$ cat src/rtl/mealy_pkg.sv
// Shared helpers for the Mealy serial-pattern detector: state-width rule,
// update-priority encoding and the elaboration-time next-state functions.
package mealy_pkg;

  localparam int unsigned MIN_LEN = 2;
  localparam int unsigned MAX_LEN = 32;

  typedef logic [MAX_LEN-1:0] pat_t;

  // What the state register does on the coming edge (reset handled separately)
  typedef enum logic [1:0] {
    UPD_HOLD,
    UPD_LOAD,
    UPD_ADV
  } upd_e;

  // Width of the matched-prefix register
  function automatic int unsigned state_width(input int unsigned len);
    return $clog2(len);
  endfunction

  // Bit j of the pattern counted in arrival order (j=0 is received first)
  function automatic logic pat_bit(input pat_t pattern, input int unsigned len,
                                   input int unsigned j);
    pat_t s;
    s = pattern >> (len - 1 - j);
    return s[0];
  endfunction

  // Longest proper prefix of the first n pattern bits that is also their suffix
  function automatic int unsigned border(input pat_t pattern, input int unsigned len,
                                         input int unsigned n);
    int unsigned best;
    logic        ok;
    best = 0;
    for (int unsigned b = 1; b < n; b++) begin
      ok = 1'b1;
      for (int unsigned j = 0; j < b; j++)
        if (pat_bit(pattern, len, j) != pat_bit(pattern, len, n - b + j)) ok = 1'b0;
      if (ok) best = b;
    end
    return best;
  endfunction

  // Next matched-prefix length from state k on input bit b
  function automatic int unsigned next_state(input pat_t pattern, input int unsigned len,
                                             input int unsigned k, input logic b,
                                             input logic overlap);
    int unsigned best;
    int unsigned idx;
    logic        ok;
    logic        sbit;
    if (b == pat_bit(pattern, len, k)) begin
      if (k + 1 < len) return k + 1;
      return overlap ? border(pattern, len, len) : 0;
    end
    // Mismatch: longest pattern prefix that ends the string (k matched bits ++ b)
    best = 0;
    for (int unsigned n = 1; n <= k; n++) begin
      ok = 1'b1;
      for (int unsigned j = 0; j < n; j++) begin
        idx  = k + 1 - n + j;
        sbit = (idx < k) ? pat_bit(pattern, len, idx) : b;
        if (pat_bit(pattern, len, j) != sbit) ok = 1'b0;
      end
      if (ok) best = n;
    end
    return best;
  endfunction

endpackage

$ cat src/rtl/mealy_seq_detector_cnt.sv
// Saturating event counter with synchronous reset and clear.
module sat_counter #(
  parameter int unsigned W = 8
) (
  input  logic         CLK,
  input  logic         RST,
  input  logic         CLR,
  input  logic         INC,
  output logic [W-1:0] CNT
);

  logic [W-1:0] cnt_q, cnt_d;

  // Clear beats increment; increment stops at all-ones
  always_comb begin
    cnt_d = cnt_q;
    if (CLR) begin
      cnt_d = '0;
    end else if (INC && (cnt_q != '1)) begin
      cnt_d = cnt_q + W'(1);
    end
  end

  // Count register
  always_ff @(posedge CLK) begin
    if (RST) cnt_q <= '0;
    else     cnt_q <= cnt_d;
  end

  assign CNT = cnt_q;

endmodule

$ cat src/rtl/mealy_seq_detector.sv
// Parametrised Mealy serial-pattern detector with preload, enable and a
// saturating hit counter. The transition table is fully elaborated.
module mealy_seq_detector
  import mealy_pkg::*;
#(
  parameter int unsigned        PAT_LEN = 4,
  parameter logic [PAT_LEN-1:0] PATTERN = 4'b1011,
  parameter logic               OVERLAP = 1'b1,
  parameter int unsigned        CNT_W   = 8,
  localparam int unsigned       SW      = state_width(PAT_LEN)
) (
  input  logic             CLK,
  input  logic             RST,
  input  logic             EN,
  input  logic             I,
  input  logic             LOAD,
  input  logic [SW-1:0]    LOAD_Q,
  input  logic             CLR_CNT,
  output logic [SW-1:0]    Q,
  output logic             Y,
  output logic [CNT_W-1:0] HIT_CNT
);

  logic [SW-1:0] state_q, state_d;
  logic [SW-1:0] nxt_tbl [2*PAT_LEN];
  logic [SW:0]   tbl_idx;
  logic          load_ok;
  upd_e          upd;

  // Table entry {k, bit} holds the state reached from prefix length k on that bit
  for (genvar k = 0; k < PAT_LEN; k++) begin : g_tbl
    for (genvar b = 0; b < 2; b++) begin : g_bit
      localparam logic [SW-1:0] NXT =
        SW'(next_state(pat_t'(PATTERN), PAT_LEN, k, (b == 1), OVERLAP));
      assign nxt_tbl[2*k+b] = NXT;
    end
  end

  assign load_ok = (32'(LOAD_Q) < PAT_LEN);
  assign tbl_idx = {state_q, I};

  // Select update source (LOAD over EN over hold) and form next state
  always_comb begin
    upd     = UPD_HOLD;
    state_d = state_q;
    if (LOAD)    upd = UPD_LOAD;
    else if (EN) upd = UPD_ADV;
    case (upd)
      UPD_LOAD: state_d = load_ok ? LOAD_Q : '0;
      UPD_ADV:  state_d = nxt_tbl[tbl_idx];
      default:  state_d = state_q;
    endcase
  end

  // Matched-prefix register
  always_ff @(posedge CLK) begin
    if (RST) state_q <= '0;
    else     state_q <= state_d;
  end

  assign Q = state_q;
  assign Y = ~RST & ~LOAD & EN & (state_q == SW'(PAT_LEN - 1)) & (I == PATTERN[0]);

  sat_counter #(
    .W(CNT_W)
  ) u_hit_cnt (
    .CLK(CLK),
    .RST(RST),
    .CLR(CLR_CNT),
    .INC(Y),
    .CNT(HIT_CNT)
  );

endmodule
$ cat config.mk
export PLATFORM = sky130hd
export DESIGN_NAME = mealy_seq_detector
export DESIGN_NICKNAME = d
export VERILOG_FILES = /design/src/rtl/mealy_pkg.sv /design/src/rtl/mealy_seq_detector_cnt.sv /design/src/rtl/mealy_seq_detector.sv
export SDC_FILE = /design/constraint.sdc
export NUM_CORES = 1
export LEC_CHECK = 0
export CORE_UTILIZATION = 39
export DETAILED_ROUTE_END_ITERATION = 10
export PLACE_DENSITY = 0.69
export SYNTH_ARGS = -nofsm -noshare
export SYNTH_HDL_FRONTEND = slang
export SYNTH_SLANG_ARGS = --single-unit
$ cat constraint.sdc
create_clock -name CLK -period 2 [get_ports CLK]
set_input_delay 0.4 -clock CLK [delete_from_list [all_inputs] [get_ports CLK]]
set_output_delay 0.4 -clock CLK [all_outputs]
set_load 0.05 [all_outputs]
Word level (Yosys, flattened, before mapping)
Memory sizes are Yosys's and may differ from the RTL's. Cells that the tools add are included.

Logic and storage cells: 24. Register bits: 10. Input bits: 8. ROM bits: 16. Memories kept: 1. Output and inout bits: 11.

Memory list: (name not given) (words 8, bits a word 2, read ports 1, clocked after memory_dff 0, wr ports 0, line mealy_seq_detector.sv:50) `UPD_ADV: state_d = nxt_tbl[tbl_idx];`.

Order comparisons: 1. Bitwise operators: 7. Reduce and logical (&&, ||, !) cells: 3. Add/sub/neg operators: 1. Muxes and demuxes: 5. Equality and inequality tests: 4.

Operator list (number): $add 8x1->8 const B (1); $mux 2 (4); $ne 8x8->1 const B (1); $and 1x1->1 (4); $eq 2x2->1 const B (2); $ge 4x4->1 const B (1); $not 3->4 (1); $pmux 2 s2 (1); $eq 2x1->1 const B (1); $not 1->1 (2); $reduce_bool 2->1 (1); $reduce_or 2->1 (1); $logic_and 1x1->1 (1).

Depth between registers and ports, before layout
Word-level depth: 6. Gate-level depth with buffers: 6.

By module
A second synthesis with hierarchy kept.

Cells, all modules: 62. Area, all modules: 551.8 um2.

By module, submodules not included: sat_counter (instances 1, area an instance 435.4 um2, cells an instance 47); mealy_seq_detector (instances 1, area an instance 116.4 um2, cells an instance 15).

Least setup slack after synthesis
No wires, ideal clock.

Path type: reg-to-reg. From: reg state_q[1], in the netlist Q[1]. To: reg u_hit_cnt.cnt_q[2], in the netlist u_hit_cnt.CNT[2]. Setup slack: -0.183 ns. Period minus slack after synthesis: 2.183 ns. Setup time: 0.091 ns. Cell stages (with the launch flop): 5. Path buffers: 0. Data arrival time: 2.092 ns. Cells stage by stage: dfxtp_1 -> nand4b_4 -> nor2_1 -> a21oi_1 -> a311oi_1.

Longest elaborated chain between the ends: 4.

Ends and longest elaborated chain: from (decl) (line mealy_seq_detector.sv:24) `logic [SW-1:0] state_q, state_d;`; from (signal assigned) (line mealy_seq_detector.sv:58) `else state_q <= state_d;`; $eq 2x2->1 (line mealy_seq_detector.sv:62) `assign Y = ~RST & ~LOAD & EN & (state_q == SW'(PAT_LEN - 1)) & (I == PATTERN[0]);`; $and 1x1->1 (2 in series) (line mealy_seq_detector.sv:62); net Y (line mealy_seq_detector.sv:20) `output logic Y,`; $logic_and 1x1->1 (line mealy_seq_detector_cnt.sv:19) `end else if (INC && (cnt_q != '1)) begin`; to (signal assigned) (line mealy_seq_detector_cnt.sv:27) `else cnt_q <= cnt_d;`; to (decl) (line mealy_seq_detector_cnt.sv:12) `logic [W-1:0] cnt_q, cnt_d;`.

The timed path passes the listed nets, and every way through them passes these cells. A chain may end at the register's enable or synchronous reset.

Final worst setup path
From: reg state_q[0], in the netlist Q[0]. To: out Q[0].

RTL lines: to (decl) (line mealy_seq_detector.sv:19) `output logic [SW-1:0] Q,`.

No word-level cell between the ends.

==> results_dict.tcl <==
set metrics [dict create \
    area_growth_pct 45.24 \
    slew_headroom 0.6716 \
    final_cell_mix "15 x clkdlybuf4s50_1, 10 x dfxtp_1, 8 x nor2_1, 6 x buf_4, 4 x a21oi_1" \
    drc 0 \
    use_met3 0.03261 \
    cts_buffers 3 \
    max_freq_mhz 512.6 \
    diodes 0 \
    first_iter_violations 2 \
    powerDensity_mw_per_mm2 522.4 \
    port_buffers 18 \
    final_common_cell "clkdlybuf4s50_1" \
    core_area_mm2 0.001350 \
    ir_drop_mv 0.2687 \
    setup.worst_path.end_class "primary output" \
    max_cap_viol_count 0 \
    die_area_mm2 0.001677 \
    clkTransAtPathRegs_ps 70 \
    gp_congestion 0.6545 \
    grt_use_total 0.1742 \
    fill_cells 126 \
    wl_per_cell_um 12.80 \
    ys_seq_elements 10 \
    synth_nets 67 \
    grt.overflow.total 0 \
    synth.distinct_cells 28 \
    tightestPinTransition_ps 491.0 \
    wirelength_mm 1.242 \
    use_met1 0.2353 \
    hold_depth 2 \
    clock_latency_ps 270 \
    slowest_delay_ps 840 \
    worst_r2r_path_depth 5 \
    worstPathBufferInverterCount 1 \
    avgSynthCellArea_um2 10.38 \
    clock_tree.root_cell "clkbuf_4" \
    required_ps 1600 \
    cp_cell_sequence "clkdlybuf4s50_1" \
    die_height_um 40.96 \
    via_per_inst 5.351 \
    antenna_left 0 \
    startpoint "Q[0]" \
    fp-row-count 13 \
    slowest_stage "clkdlybuf4s50_1" \
    power.total_uw 449.1 \
    syn_area_um2 591.8 \
    grt_max_degree 10 \
    grt_pass1_wl_mm 1.904 \
    ys.warnings.count 0 \
    period_share 0.9753 \
    clockBufferDepth 2 \
    layout-drive-gt1-share 0.2561 \
    hold_path_class "flop to flop" \
    start_kind "flop" \
    cts_hold_buf 0 \
    drtPass1Iterations 2 \
    start_util 0.4384 \
    yosysSeqAreaShare 0.3383 \
    route.vias.total 519 \
    final.setup.tns_ps 0 \
    hpwl_um 999.7 \
    path_depth 1 \
    crit_fanout 4 \
    grt_use_met2 0.2656 \
    cp_top_family "buffers and inverters" \
    reg2reg_from "u_hit_cnt.CNT[0]" \
    hold_viol 0 \
    cts_resized 0 \
    post_cts_buffers 0 \
    status "completed" \
    worst-setup-path-type "flop to primary output" \
    grt_pass1_vias 428 \
    htree_num_levels 1 \
    power.leakage_uw 0.0003713 \
    ioPinCount 19 \
    slew_viol_final 0 \
    cts_tree "yes" \
    syn_inst 57 \
    fin_util 0.6367 \
    grt-busiest-layer "met2" \
    finalCriticalPeriod_ps 1951 \
    die_w_um 40.96 \
    nets 93 \
    clock-sinks 10 \
    worstHoldStart "u_hit_cnt.CNT[3]" \
    crit_arrival_ps 1550 \
    rsz0062_at_grt "no" \
    setup_violations 0 \
    skew_ps 0.5749 \
    antenna_found_initial 0 \
]
synthesized netlist by cell type, drive strengths merged:
cell,n,share of area
nor3b,1,0.032
mux2i,2,0.034
nand3,3,0.025
nor4b,1,0.025
a41o,1,0.017
a31oi,2,0.021
a21boi,1,0.013
a311oi,2,0.030
dfxtp,10,0.34
ha,2,0.042
nand4b,1,0.040
xnor2,2,0.030
and4,2,0.034
or2,1,0.011
a2111oi,1,0.047
nor2,9,0.057
buf,1,0.0084
and4b,1,0.017
a211oi,2,0.047
o211a,2,0.034
nand3b,1,0.013
inv,1,0.0063
nand2,2,0.013
a21oi,4,0.034
and3,1,0.019
nand2b,1,0.015
logic make-up after synthesis:
| group | Yosys count | synth area share |
|---|---|---|
| XOR/XNOR | 2 | 0.02960 |
| multiplexers | 2 | 0.03383 |
| buffers and inverters | 2 | 0.01478 |
| AND/OR/NAND/NOR | 24 | 0.3002 |
| AO/OA/AOI/OAI | 15 | 0.2410 |
| adder cells (fa/ha/maj) | 2 | 0.04228 |
| flip-flops | 10 | 0.3383 |
metal layers:
layer  share of wire  routed length, um  up-vias
li1                -                  -      272
met4           0.012                 15        0
met5               0                  0        -
met1            0.48                600      236
met3           0.040                 50        2
met2            0.46                575        9
stage by stage:
| stage | cells | setup WS [ps] | hold WS [ps] | instance area [um2] |
|---|---|---|---|---|
| floorplan | 57 | 84.13 | 472.4 | 594.3 |
| global placement | 93 | 90.68 | 552.9 | 823.3 |
| detailed placement | 93 | 67.45 | 577.0 | 823.3 |
| CTS | 97 | 37.83 | 591.9 | 859.6 |
| global route | 97 | 2.234 | 617.9 | 859.6 |
| finish | 97 | 49.31 | 587.6 | 859.6 |
area by class of cell:
cell class / count / area [um2] / area share
inverter: 1 / 3.754 / 0.004367
clock buffer: 4 / 36.28 / 0.04221
sequential: 10 / 200.2 / 0.2329
timing repair buffer: 22 / 215.2 / 0.2504
multi-input combinational: 45 / 385.4 / 0.4483
tap: 15 / 18.77 / 0.02183
power by group:
part	switching (uW)	internal (uW)
logic	28.3	27.4
registers	4.20	201
clock network	77.2	111
total	110	339
sequential cells by signal, indices dropped and copies added (netlist names):
signal / flops
Q: 2
u_hit_cnt.CNT: 8
worst paths after layout:
path                            slack (ps)                to
worst min-delay path                   590  u_hit_cnt.CNT[3]
worst min register to register         590  u_hit_cnt.CNT[3]
worst max register to register         440  u_hit_cnt.CNT[5]
worst max-delay path                    50              Q[0]
Note: power is estimated with default switching activity, not from simulation.
